$ cat src/rtl/uart_tx_arbiter.sv
// uart_tx_arbiter: frame-atomic round-robin arbiter in front of a UART TX byte port.
// A grant is held from the first byte of a frame through its last-flagged byte.
// A watchdog drops an owner that stops supplying bytes mid-frame.
// A one-byte output register decouples the sources from the UART backpressure.
module uart_tx_arbiter #(
  parameter int NUM_REQ     = 2,
  parameter int TIMEOUT_CYC = 4096,
  parameter int TIMEOUT_W   = 16
) (
  input  logic                   I_clk,
  input  logic                   I_rst_n,
  input  logic [NUM_REQ-1:0]     I_req_valid,
  input  logic [8*NUM_REQ-1:0]   I_req_data,
  input  logic [NUM_REQ-1:0]     I_req_last,
  output logic [NUM_REQ-1:0]     O_req_ready,
  output logic                   O_tx_data_valid,
  output logic [7:0]             O_tx_data,
  input  logic                   I_tx_data_ready,
  output logic [NUM_REQ-1:0]     O_grant,
  output logic                   O_busy,
  output logic                   O_frame_done,
  output logic                   O_timeout_err,
  output logic [2:0]             O_err_src
);

  typedef enum logic {S_IDLE = 1'b0, S_GRANT = 1'b1} state_t;

  localparam logic [2:0]           LAST_IDX = 3'(NUM_REQ - 1);
  localparam logic [TIMEOUT_W-1:0] WD_LIM   = TIMEOUT_W'(TIMEOUT_CYC - 1);
  localparam bit                   WD_EN    = (TIMEOUT_CYC != 0);

  state_t                r_state, w_state_nxt;
  logic [NUM_REQ-1:0]    r_grant, w_grant_nxt;
  logic [2:0]            r_owner, w_owner_nxt;
  logic [2:0]            r_rr, w_rr_nxt;
  logic [TIMEOUT_W-1:0]  r_wd, w_wd_nxt;
  logic                  r_frame_done, w_frame_done_nxt;
  logic                  r_timeout_err, w_timeout_err_nxt;
  logic [2:0]            r_err_src, w_err_src_nxt;
  logic                  r_tx_valid;
  logic [7:0]            r_tx_data;

  logic                  w_out_free;
  logic                  w_acc;
  logic                  w_own_valid;
  logic                  w_own_last;
  logic                  w_starve;
  logic [7:0]            w_acc_data;
  logic                  w_pick_vld;
  logic [2:0]            w_pick_idx;
  logic [NUM_REQ-1:0]    w_pick_vec;
  logic [2:0]            w_rr_adv;

  // Ready depends only on grant and output-register occupancy, never on valid.
  assign w_out_free  = ~r_tx_valid | I_tx_data_ready;
  assign O_req_ready = r_grant & {NUM_REQ{w_out_free}};
  assign w_acc       = |(I_req_valid & O_req_ready);
  assign w_own_valid = |(I_req_valid & r_grant);
  assign w_own_last  = |(I_req_last & r_grant);
  // Starvation only while the owner could have sent; output stalls do not count.
  assign w_starve    = (|O_req_ready) & ~w_own_valid;
  assign w_rr_adv    = (r_owner == LAST_IDX) ? 3'd0 : r_owner + 3'd1;

  // Owner byte mux (grant is one-hot or zero).
  always_comb begin
    w_acc_data = '0;
    for (int k = 0; k < NUM_REQ; k++)
      if (r_grant[k]) w_acc_data = I_req_data[8*k +: 8];
  end

  // Round-robin pick: first requester at/after the pointer, then wrap to the lowest index.
  always_comb begin
    w_pick_vld = 1'b0;
    w_pick_idx = '0;
    w_pick_vec = '0;
    for (int k = 0; k < NUM_REQ; k++) begin
      if (!w_pick_vld && I_req_valid[k] && (3'(k) >= r_rr)) begin
        w_pick_vld    = 1'b1;
        w_pick_idx    = 3'(k);
        w_pick_vec[k] = 1'b1;
      end
    end
    for (int k = 0; k < NUM_REQ; k++) begin
      if (!w_pick_vld && I_req_valid[k]) begin
        w_pick_vld    = 1'b1;
        w_pick_idx    = 3'(k);
        w_pick_vec[k] = 1'b1;
      end
    end
  end

  // Next-state: grant on request, release on last byte or on watchdog expiry.
  always_comb begin
    w_state_nxt       = r_state;
    w_grant_nxt       = r_grant;
    w_owner_nxt       = r_owner;
    w_rr_nxt          = r_rr;
    w_wd_nxt          = r_wd;
    w_frame_done_nxt  = 1'b0;
    w_timeout_err_nxt = 1'b0;
    w_err_src_nxt     = r_err_src;
    case (r_state)
      S_IDLE: begin
        if (w_pick_vld) begin
          w_state_nxt = S_GRANT;
          w_owner_nxt = w_pick_idx;
          w_grant_nxt = w_pick_vec;
          w_wd_nxt    = '0;
        end
      end
      S_GRANT: begin
        if (w_acc) begin
          // An accepted byte always beats the watchdog threshold.
          w_wd_nxt = '0;
          if (w_own_last) begin
            w_frame_done_nxt = 1'b1;
            w_grant_nxt      = '0;
            w_rr_nxt         = w_rr_adv;
            w_state_nxt      = S_IDLE;
          end
        end else if (w_starve) begin
          if (WD_EN && (r_wd == WD_LIM)) begin
            w_timeout_err_nxt = 1'b1;
            w_err_src_nxt     = r_owner;
            w_grant_nxt       = '0;
            w_rr_nxt          = w_rr_adv;
            w_wd_nxt          = '0;
            w_state_nxt       = S_IDLE;
          end else begin
            w_wd_nxt = r_wd + 1'b1;
          end
        end
      end
      default: begin
        w_state_nxt = S_IDLE;
        w_grant_nxt = '0;
      end
    endcase
  end

  // Arbiter state register.
  always_ff @(posedge I_clk or negedge I_rst_n) begin
    if (!I_rst_n) begin
      r_state       <= S_IDLE;
      r_grant       <= '0;
      r_owner       <= '0;
      r_rr          <= '0;
      r_wd          <= '0;
      r_frame_done  <= 1'b0;
      r_timeout_err <= 1'b0;
      r_err_src     <= '0;
    end else begin
      r_state       <= w_state_nxt;
      r_grant       <= w_grant_nxt;
      r_owner       <= w_owner_nxt;
      r_rr          <= w_rr_nxt;
      r_wd          <= w_wd_nxt;
      r_frame_done  <= w_frame_done_nxt;
      r_timeout_err <= w_timeout_err_nxt;
      r_err_src     <= w_err_src_nxt;
    end
  end

  // Output byte register: load on accept, empty on consume; drains after release too.
  always_ff @(posedge I_clk or negedge I_rst_n) begin
    if (!I_rst_n) begin
      r_tx_valid <= 1'b0;
      r_tx_data  <= '0;
    end else if (w_acc) begin
      r_tx_valid <= 1'b1;
      r_tx_data  <= w_acc_data;
    end else if (I_tx_data_ready) begin
      r_tx_valid <= 1'b0;
    end
  end

  assign O_grant         = r_grant;
  assign O_busy          = (r_state == S_GRANT);
  assign O_tx_data_valid = r_tx_valid;
  assign O_tx_data       = r_tx_data;
  assign O_frame_done    = r_frame_done;
  assign O_timeout_err   = r_timeout_err;
  assign O_err_src       = r_err_src;

endmodule

$ cat config.mk
export PLATFORM = sky130hd
export DESIGN_NAME = uart_tx_arbiter
export DESIGN_NICKNAME = d
export VERILOG_FILES = /design/src/rtl/uart_tx_arbiter.sv
export SDC_FILE = /design/constraint.sdc
export NUM_CORES = 1
export LEC_CHECK = 0
export ABC_AREA = 1
export BUFFER_PORTS_ARGS = -buffer_cell sky130_fd_sc_hd__buf_2
export CORE_MARGIN = 3
export CORE_UTILIZATION = 58
export DETAILED_ROUTE_END_ITERATION = 8
export PLACE_DENSITY = 0.84
export RECOVER_POWER = 25
export SLEW_MARGIN = 20
export SYNTH_ARGS = -nofsm -noshare
export SYNTH_HDL_FRONTEND = slang
export SYNTH_SLANG_ARGS = --single-unit
$ cat constraint.sdc
create_clock -name I_clk -period 3.5 [get_ports I_clk]
set_input_delay 0.175 -clock I_clk [delete_from_list [all_inputs] [get_ports I_clk]]
set_output_delay 0.175 -clock I_clk [all_outputs]
set_load 0.02 [all_outputs]
==> flow_results.org <==
** Run status
- The flow ran to the end, but the final reports show violations.
- Failing checks :: capacitance limit, slew limit

** Timing
- The routed design could run at a clock period as short as 1.80 ns.
- For the pin with the worst max-slew slack, the measured transition is 1.70 ns.
- Clock skew on the completed layout was measured at 0.0125 ns.
- After routing, the total negative slack on setup checks comes to 0 ns.
- Worst-case headroom to the max-slew limit :: -0.136
- Hold timing on the final database bottoms out at a slack of 0.0819 ns.
- Share of the clock period used by the worst path :: 0.515
- The max-slew violation count is 34.
- Setup repair after global routing left no endpoint under its margin.
- For this run, the top clock speed supported by timing is 0.555 GHz.
- Hold Fails Final Rpt :: 0
- Setup violations remaining at the end of the flow were counted as 0.

** Power
- Clk network pwr share :: 0.153
- Max rail drop VDD :: 0.691 mV
- Of the total power, combinational logic draws 0.483.
- Total power :: 1610 uW
- Power per cell area :: 751 mW/mm2
- Of the total power, the share spent switching nets is 0.477.
- Net switching component of the power :: 767 uW
- The analysis attributes to cell leakage a power of 0.00108 uW.
- Part of the power in registers :: 0.364
- Internal power consumption :: 840 uW

** Floorplan
- The initial utilization of the core area, before any placement, comes to 0.641.
- Area of the die :: 0.00392 mm2
- Boundary pin count :: 42
- Core area :: 0.00290 mm2
- Die span in y :: 62.6 um
- Die outline width :: 62.6 um
- FP Rows :: 19

** Yosys
- Flops & latches, synth :: 33
- Number of different library cells in the post-synthesis netlist :: 30
- Summed over all instances, the cell type with the most area after synthesis is sky130_fd_sc_hd__dfrtp_1.
- The most common cell in the synthesized netlist is sky130_fd_sc_hd__nand2_1.
- Async set or reset register ratio after synthesis :: 1.00
- Number of instances in the synthesized netlist :: 244
- Top cells by instance count after synthesis :: sky130_fd_sc_hd__nand2_1, sky130_fd_sc_hd__nor2_1, sky130_fd_sc_hd__dfrtp_1
- The cell area that synthesis handed to floorplanning was 0.00186 mm2.
- Among all flip-flop cells after synthesis, the most frequent one is sky130_fd_sc_hd__dfrtp_1.
- Yosys mapped a number of flops with a built-in enable equal to 0.
- Share of the yosys chip area belonging to registers :: 0.444
- Share of Yosys cell area claimed by the top area cell type :: 0.444
- Biggest area contributors in the synthesized netlist :: sky130_fd_sc_hd__dfrtp_1, sky130_fd_sc_hd__nand2_1, sky130_fd_sc_hd__nor2_1, sky130_fd_sc_hd__nand3_1, sky130_fd_sc_hd__inv_1
- Yosys Warn Count :: 0
- Synthesized area per cell :: 7.62 um2

** CTS
- Buffers added to address setup during post-CTS repair amount to 0.
- Clock sink count :: 33
- Count of cells resized by post-cts repair :: 0
- Clock root buffer :: sky130_fd_sc_hd__clkbuf_4
- After clock tree synthesis, the clock-pin slew on the worst setup and hold paths is 0.11 ns.
- In this run the deepest clock path goes through 2 buffers.
- The clock tree synthesis step divided the H-tree into 2 levels.
- TritonCTS created 5 clock buffers.
- The later pin in the worst-skew pair is clocked with a latency of 0.34 ns.
- Number of hold-repair buffers added at the cts stage :: 1
- TritonCTS built the clock tree.

** Global routing
- For this run, the total global-route usage over all layers was measured as 0.221.
- Remaining global-route overflow :: 0
- Entering global routing, the biggest net connects 34 pins.
- The number of global-route vias before repair came to 1651.
- The first global-routing pass estimated 6930 um of wire.
- The number of antenna violations at the first check in global routing is 0.

** Setup path
- Crit path DAT :: 1.94 ns
- For this run, the slowest stage of the critical path takes 1.23 ns.
- STA classifies the critical path startpoint as a primary input.
- Required time of the critical path :: 3.64 ns
- Traced cell by cell, the critical path runs through dlygate4sd3_1 > clkbuf_1.
- Worst path slowest cell :: sky130_fd_sc_hd__clkbuf_1
- STA classifies the critical path endpoint as an asynchronous set/reset pin.
- Crit-path leading delay family :: buffers and inverters
- Crit path buffers/inverters :: 2
- Counting cells, the worst reg-to-reg path comes to 9.
- Of all nets on the critical path, the largest fanout is 33.
- Depth of the critical timing path with buffers and inverters included :: 2
- The setup path with the least slack is of type primary input to asynchronous set/reset pin.

** Place
- Number of placed instances, taps included :: 319
- Detailed placement finished with a half-perimeter wire length of 2860 um.
- Routability-driven placement finished with a final weighted congestion of 0.833.
- Post-DP Area :: 0.00206 mm2
- Number of port buffers :: 39

** Route
- Drt drc :: 0
- The detail route stage leaves a number of antenna-violating nets equal to 0.
- In the final routed layout, each cell accounts on average for 11.7 um.
- DR iter-0 viols :: 143
- For this block, the routed nets add up to 3840 um of wire.
- Number of optimization iterations in the first detailed-route pass :: 5
- The final route contains 1689 vias.
- Routed vias/inst :: 5.15

** Hold path
- Hold/Removal Path Class :: primary input to flip-flop
- Along the worst hold path, the cell count comes to 3.

** Layout
- The register with the most flip-flops in the final layout is r_wd.
- The finished cells cover 0.00214 mm2.
- Excluding fillers, the count of instances in the completed layout stands at 328.
- Layout Nets :: 309
- Layout area overhead :: 15.1%
- N_diodes :: 0
- Fraction of final layout cells sized beyond drive strength 1 :: 0.248
- Number of flip-flops under the largest register name :: 16
- The layout has 259 filler cells.

** Flow run
- Across the run, the number of max-cap violations was 1.
==> logic make-up (layout without fill, tap and decap cells) <==
logic type | Yosys count | in the layout | synth area share
simple gates | 155 | 155 | 0.386
flops | 33 | 33 | 0.444
buf+inv | 28 | 69 | 0.0720
compound gates | 25 | 25 | 0.0848
fa+ha+maj | 1 | 1 | 0.00673
other cells | 1 | 2 | 0.00202
xor+xnor | 1 | 1 | 0.00471
==> cell usage in the layout (no fill, tap or decap), types with 4 or more instances in the layout <==
cell type / count
sky130_fd_sc_hd__inv_1: 17
sky130_fd_sc_hd__nand2_2: 6
sky130_fd_sc_hd__o21ai_0: 7
sky130_fd_sc_hd__nor2_1: 43
sky130_fd_sc_hd__nand3_1: 21
sky130_fd_sc_hd__nand2_4: 4
sky130_fd_sc_hd__a21oi_1: 4
sky130_fd_sc_hd__nor2_2: 5
sky130_fd_sc_hd__dfrtp_1: 33
sky130_fd_sc_hd__buf_2: 38
sky130_fd_sc_hd__clkbuf_4: 5
sky130_fd_sc_hd__nand2_1: 64
sky130_fd_sc_hd__a31oi_1: 10
==> area by class of cell <==
type	count	area [um2]	share of cell area
well taps	42	52.6	0.0246
flip-flops and latches	33	826	0.386
clock buffers	7	65.1	0.0304
inverters	21	83.8	0.0392
multi-input cells	184	903	0.422
clock inverters	1	5.00	0.00234
repair buffers	40	204	0.0953
==> metal layers <==
metal | up-vias | track usage | routed length [um]
met2 | 64 | 0.373 | 1880
met3 | 7 | 0.0612 | 275
met4 | 0 | 0.102 | 78
li1 | 860 | - | -
met1 | 758 | 0.260 | 1610
met5 | - | 0 | 0
==> power by group through the flow <==
stage	combinational [uW]	sequential (uW)	clock, uW
after floorplan	545	644	0
after global placement	767	587	0
after CTS	782	583	253
final	776	584	246
after global routing	872	601	273
after detailed placement	780	588	0
==> stage by stage <==
stage          setup slack [ns]   util
2_1_floorplan              2.08      -
3_3_place_gp               1.93  0.711
3_5_place_dp               1.90  0.711
4_1_cts                    1.71  0.738
5_1_grt                    1.30  0.738
6_report                   1.70  0.738
==> worst paths after layout <==
kind                                  end  slack, ns           start
setup / recovery               O_grant[1]       1.70         I_rst_n
min in group asynchronous         r_wd[9]       0.81         I_rst_n
hold reg to reg              O_err_src[0]       0.50    O_err_src[0]
max in group I_clk         O_req_ready[1]       1.70      O_grant[1]
setup reg to reg                  r_wd[7]       1.89      O_grant[1]
hold / removal               O_tx_data[2]       0.08  I_req_data[10]
(Power assumes the default switching activity.)
